$ cat src/rtl/run_splitter.sv
// run_splitter: splits a key stream into zero-terminated runs of RUN_LEN keys,
// alternating between two show-ahead lane buffers (lane 1, lane 2).
// Optional feature: define RUN_SPLITTER_ORDER_CHECK_EN to build the sticky
// ascending-order checker driving o_order_err; otherwise o_order_err is 0.
module run_splitter #(
  parameter int unsigned RUN_LEN = 4,
  parameter int unsigned DEPTH   = 16
) (
  input  logic        i_clk,
  input  logic        i_rst,
  input  logic [31:0] i_data,
  input  logic        i_valid,
  output logic        o_ready,
  input  logic        i_flush,
  output logic [31:0] o_fifo_1,
  output logic [31:0] o_fifo_2,
  output logic        o_fifo_1_empty,
  output logic        o_fifo_2_empty,
  input  logic        i_fifo_1_read,
  input  logic        i_fifo_2_read,
  output logic        o_order_err
);

  localparam int unsigned AW = $clog2(DEPTH);
  localparam logic [7:0]  LAST_IDX = 8'(RUN_LEN - 1);
  localparam logic [AW:0] FULL_OCC = (AW + 1)'(DEPTH);

  typedef enum logic [1:0] {FILL_1, TERM_1, FILL_2, TERM_2} state_t;

  state_t      r_state, w_next;
  logic [7:0]  r_cnt, w_cnt_next;

  logic [31:0] r_mem1 [DEPTH];
  logic [31:0] r_mem2 [DEPTH];
  logic [AW:0] r_wp1, r_rp1, r_wp2, r_rp2;

  logic        w_full1, w_full2, w_empty1, w_empty2;
  logic        w_fill1, w_fill2, w_accept;
  logic        w_wr1, w_wr2, w_pop1, w_pop2;
  logic [31:0] w_wd1, w_wd2;

  assign w_empty1 = (r_wp1 == r_rp1);
  assign w_empty2 = (r_wp2 == r_rp2);
  assign w_full1  = ((r_wp1 - r_rp1) == FULL_OCC);
  assign w_full2  = ((r_wp2 - r_rp2) == FULL_OCC);

  assign w_fill1  = (r_state == FILL_1);
  assign w_fill2  = (r_state == FILL_2);
  assign o_ready  = ((w_fill1 & ~w_full1) | (w_fill2 & ~w_full2)) & ~i_rst;
  assign w_accept = i_valid & o_ready;

  // Lane writes: accepted key in FILL_x, terminator 0 in TERM_x when space
  assign w_wr1 = (w_fill1 & w_accept) | ((r_state == TERM_1) & ~w_full1);
  assign w_wr2 = (w_fill2 & w_accept) | ((r_state == TERM_2) & ~w_full2);
  assign w_wd1 = (r_state == TERM_1) ? '0 : i_data;
  assign w_wd2 = (r_state == TERM_2) ? '0 : i_data;
  assign w_pop1 = i_fifo_1_read & ~w_empty1;
  assign w_pop2 = i_fifo_2_read & ~w_empty2;

  // Heads are gated to 0 while empty so they read 0 after reset
  assign o_fifo_1       = w_empty1 ? '0 : r_mem1[r_rp1[AW-1:0]];
  assign o_fifo_2       = w_empty2 ? '0 : r_mem2[r_rp2[AW-1:0]];
  assign o_fifo_1_empty = w_empty1;
  assign o_fifo_2_empty = w_empty2;

  // FSM state and run counter register
  always_ff @(posedge i_clk) begin
    if (i_rst) begin
      r_state <= FILL_1;
      r_cnt   <= '0;
    end else begin
      r_state <= w_next;
      r_cnt   <= w_cnt_next;
    end
  end

  // Next-state: close a run on the RUN_LEN-th key or on a flush of a non-empty run
  always_comb begin
    w_next     = r_state;
    w_cnt_next = r_cnt;
    unique case (r_state)
      FILL_1, FILL_2: begin
        if (w_accept) begin
          if (r_cnt == LAST_IDX) begin
            w_next     = w_fill1 ? TERM_1 : TERM_2;
            w_cnt_next = '0;
          end else begin
            w_cnt_next = r_cnt + 8'd1;
          end
        end
        if (i_flush && (r_cnt != '0)) begin
          w_next     = w_fill1 ? TERM_1 : TERM_2;
          w_cnt_next = '0;
        end
      end
      TERM_1: if (!w_full1) w_next = FILL_2;
      TERM_2: if (!w_full2) w_next = FILL_1;
      default: w_next = FILL_1;
    endcase
  end

  // Lane pointers; the extra MSB distinguishes full from empty
  always_ff @(posedge i_clk) begin
    if (i_rst) begin
      r_wp1 <= '0;
      r_rp1 <= '0;
      r_wp2 <= '0;
      r_rp2 <= '0;
    end else begin
      if (w_wr1)  r_wp1 <= r_wp1 + 1'b1;
      if (w_pop1) r_rp1 <= r_rp1 + 1'b1;
      if (w_wr2)  r_wp2 <= r_wp2 + 1'b1;
      if (w_pop2) r_rp2 <= r_rp2 + 1'b1;
    end
  end

  // Lane storage, no reset needed since heads are gated while empty
  always_ff @(posedge i_clk) begin
    if (w_wr1) r_mem1[r_wp1[AW-1:0]] <= w_wd1;
    if (w_wr2) r_mem2[r_wp2[AW-1:0]] <= w_wd2;
  end

`ifdef RUN_SPLITTER_ORDER_CHECK_EN
  logic [31:0] r_prev;
  logic        r_err;

  // Sticky flag: zero key, or key below the previous key of the same run
  always_ff @(posedge i_clk) begin
    if (i_rst) begin
      r_prev <= '0;
      r_err  <= 1'b0;
    end else if (w_accept) begin
      if ((i_data == '0) || ((r_cnt != '0) && (i_data < r_prev))) r_err <= 1'b1;
      r_prev <= i_data;
    end
  end

  assign o_order_err = r_err;
`else
  assign o_order_err = 1'b0;
`endif

endmodule

$ cat config.mk
export PLATFORM = sky130hd
export DESIGN_NAME = run_splitter
export DESIGN_NICKNAME = d
export VERILOG_FILES = /design/src/rtl/run_splitter.sv
export SDC_FILE = /design/constraint.sdc
export NUM_CORES = 1
export LEC_CHECK = 0
export CORE_MARGIN = 2
export CORE_UTILIZATION = 25
export CTS_CLUSTER_SIZE = 25
export DETAILED_ROUTE_END_ITERATION = 8
export DONT_BUFFER_PORTS = 1
export GPL_TIMING_DRIVEN = 0
export HOLD_SLACK_MARGIN = 0.06
export SLEW_MARGIN = 20
export SYNTH_ARGS = -nofsm -noshare
export SYNTH_HDL_FRONTEND = slang
export SYNTH_SLANG_ARGS = --single-unit
export TNS_END_PERCENT = 30
$ cat constraint.sdc
create_clock -name i_clk -period 5.1 [get_ports i_clk]
set_input_delay 0.51 -clock i_clk [delete_from_list [all_inputs] [get_ports i_clk]]
set_output_delay 0.51 -clock i_clk [all_outputs]
set_load 0.01 [all_outputs]
==> reports/qor.csv <==
metric,value,unit
Worst Path Arrival,3.90,ns
setup violators final,0,
die span in x,412,µm
first-pass GRT wire length,147,mm
CTS tree,yes,
LEAKAGE,14.5,nW
Crit path required time,4.59,ns
part of the power in registers,48.3,%
P_int,15.4,mW
worst-case clock buffer depth,3,
final WL,104,mm
hold depth,1,
reg-to-reg endpoint,r_mem1[1][30],
post-detailed-route count of antenna-violating nets,0,
die footprint,170000,µm²
Final Max Slew Viols,0,
Placer Congestion,0.731,
worst reg2reg startpoint,r_wp2[0],
DRC viols,0,
DR iter-0 viols,1983,
clk root buf,clkbuf_16,
worst slew pin tran,1.09,ns
# IOs,106,
R2R cell count,12,
"Clk pin slew, worst setup/hold paths",0.07,ns
ys async rst share,0,%
worst setup path endpoint,o_fifo_2[27],
"Distinct cells, synth",51,
largest net degree at the start of global routing,22,
cts bufs inserted,94,
netlist area before placement,41600,µm²
switching power,5.63,mW
outcome,"complete, no violations",
peak fanout along the critical path,10,
"FF+latch count, synth",1062,
Met1 Routed Length,42.4,mm
combinational group share of total power,19.8,%
CP Class,reg2out,
Post-DP HPWL,70.4,mm
die height,412,µm
area of the multi-input gates,9890,µm²
DR WL met3,7.51,mm
r2r setup slk,1.28,ns
Pwr Density,430,nW/µm²
switch share,26.8,%
antenna violations before repair,34,
Register Area,31500,µm²
Final Critical Period,4.41,ns
number of global-route vias before repair,19700,
row count,149,
"Seq/Total Area, Yosys",75.7,%
GRT overflow,0,
Sink Count,1062,
Final Skew,0.0166,ns
initial core utilization,25.2,%
nets@finish,2100,
drt wl/cell,24.1,µm
Yosys Warn Count,0,
startpoint types,flop,
clock share of power,31.8,%
DP Cell Count,4129,
unrepaired setup endpoints after global routing,no,
H-Tree Depth,3,
gr usage total,12.1,%
Tcrit/Tclk final,86.5,%
Fin. Hold Viols,0,
Worst VDD drop,0.301,mV
share of layout cells above drive strength 1,29.8,%
Filler cells,16000,
Syn Area/Cell,22.4,µm²
post-layout util,29.6,%
fmax,227,MHz
clock latency on the worst-skew pair,0.68,ns
Met2 Wirelength,50.6,mm
Slew headroom,27.0,%
Area Overhead vs Synth,17.5,%
core box area,165000,µm²
Hold Crit Class,in2reg,
vias per cell,4.50,
fin cells,4316,
post-synthesis cell count,1855,
max layer used,met5,
Syn Nets,1917,
type of destination of the critical path,primary output,
drt pass-1 iters,6,
number of port buffers,0,
via count,19400,
Post-CTS Setup Inserts,0,
max cap viols,0,
ys flop type,edfxtp_1,
"EDFF count, synth",1024,
## cell type report
type	count	area share (%)
flip-flops and latches	1062	64.4
multi-input cells	683	20.2
well taps	2189	5.60
clock buffers	123	5.23
repair buffers	87	2.94
plain buffers	91	0.786
clock inverters	36	0.496
inverters	19	0.146
diodes	26	0.133
## power groups by stage
stage | Combinational (mW) | Clock [mW] | Sequential [mW]
final | 4.17 | 6.69 | 10.2
after global routing | 4.54 | 7.11 | 10.2
after CTS | 4.31 | 6.80 | 10.2
after detailed placement | 4.29 | 0 | 10.4
after global placement | 4.13 | 0 | 10.4
after floorplan | 2.82 | 0 | 10.3
## synthesized netlist by cell type, types with 4 or more instances
library cell	instances	area share, %
nor2_1	50	0.45
xnor2_1	10	0.21
a21oi_1	11	0.13
nand3_1	5	0.060
o21ai_0	9	0.11
edfxtp_1	1024	74
nor2b_1	139	2.1
mux2i_1	5	0.12
nand4_1	10	0.15
nand2b_1	9	0.14
clkbuf_1	58	0.52
buf_2	26	0.31
buf_1	6	0.054
mux4_2	320	17
mux2_2	4	0.11
nor3_1	14	0.17
inv_1	19	0.17
nand2_1	24	0.22
ha_1	24	0.72
dfxtp_1	38	1.8
## registers in the layout (all words and copies together) (netlist names), named ones only
| register | flops |
|---|---|
| r_mem1 | 512 |
| r_mem2 | 512 |
| r_cnt | 8 |
| r_rp1 | 5 |
| r_rp2 | 5 |
| r_wp1 | 5 |
| r_wp2 | 5 |
| r_state | 2 |
## cells in the final DEF, fill, tap and decap left out, types with 27 or more instances in the layout
master / instances
edfxtp_1: 1024
mux4_2: 320
nor2b_1: 131
clkbuf_16: 97
clkbuf_1: 81
dfxtp_1: 38
buf_4: 36
buf_16: 31
nor2_1: 28
buf_2: 27
## how the worst min path moves through the flow
stage / start / endpoint / slack [ns]
after floorplan: r_cnt[7] / r_cnt[7] / 0.45
after global placement: r_cnt[7] / r_cnt[7] / 0.46
after detailed placement: r_cnt[7] / r_cnt[7] / 0.48
after CTS: i_fifo_1_read / r_rp1[0] / 0.23
after global routing: i_data[2] / r_mem1[15][2] / 0.27
final: i_data[15] / r_mem1[11][15] / 0.27
## stage by stage
| step | power (mW) | cell area (µm²) | hold slack (ns) | TNS, ns | setup WS (ns) |
|---|---|---|---|---|---|
| 3_3_place_gp | 14.5 | 44400 | 0.460 | -1138.57 | -2.60 |
| 6_report | 21.0 | 48900 | 0.274 | 0 | 0.687 |
| 5_1_grt | 21.8 | 48900 | 0.267 | 0 | 0.512 |
| 3_5_place_dp | 14.6 | 46000 | 0.479 | 0 | 1.24 |
| 4_1_cts | 21.3 | 48800 | 0.230 | 0 | 0.711 |
| 2_1_floorplan | 13.1 | 41600 | 0.445 | 0 | 0.517 |
## logic make-up (layout without fill, tap and decap cells)
logic type | Yosys count | after routing | synth area share (%)
DFF | 1062 | 1062 | 75.7
muxes | 332 | 332 | 17.6
and+or+nand+nor | 268 | 268 | 3.58
buffers and inverters | 110 | 356 | 1.08
AOI/OAI and AO/OA | 44 | 44 | 0.950
adders and majority gates | 24 | 24 | 0.722
xor gates and xnor gates | 14 | 14 | 0.313
other | 1 | 27 | 0.00901
## timing repair
action,4_1_cts,5_1_grt
gates resized for setup,0,0
endpoints found under the setup margin,0,0
hold buffers,2,0
hold endpoints to repair,2,0
## layer usage
metal | vias to the layer above | track usage, %
li1 | 8137 | -
met1 | 10400 | 15.5
met2 | 684 | 19.8
met3 | 228 | 3.03
met4 | 6 | 4.55
met5 | - | 0
## worst max-delay path, stage by stage (launching register included)
cell      delay [ns]
dfxtp_1         0.38
clkbuf_1        0.78
clkbuf_1        0.73
mux4_2          0.35
mux4_2          0.22
nor2b_1         0.77
No activity file was read; power rests on OpenSTA's default activity.
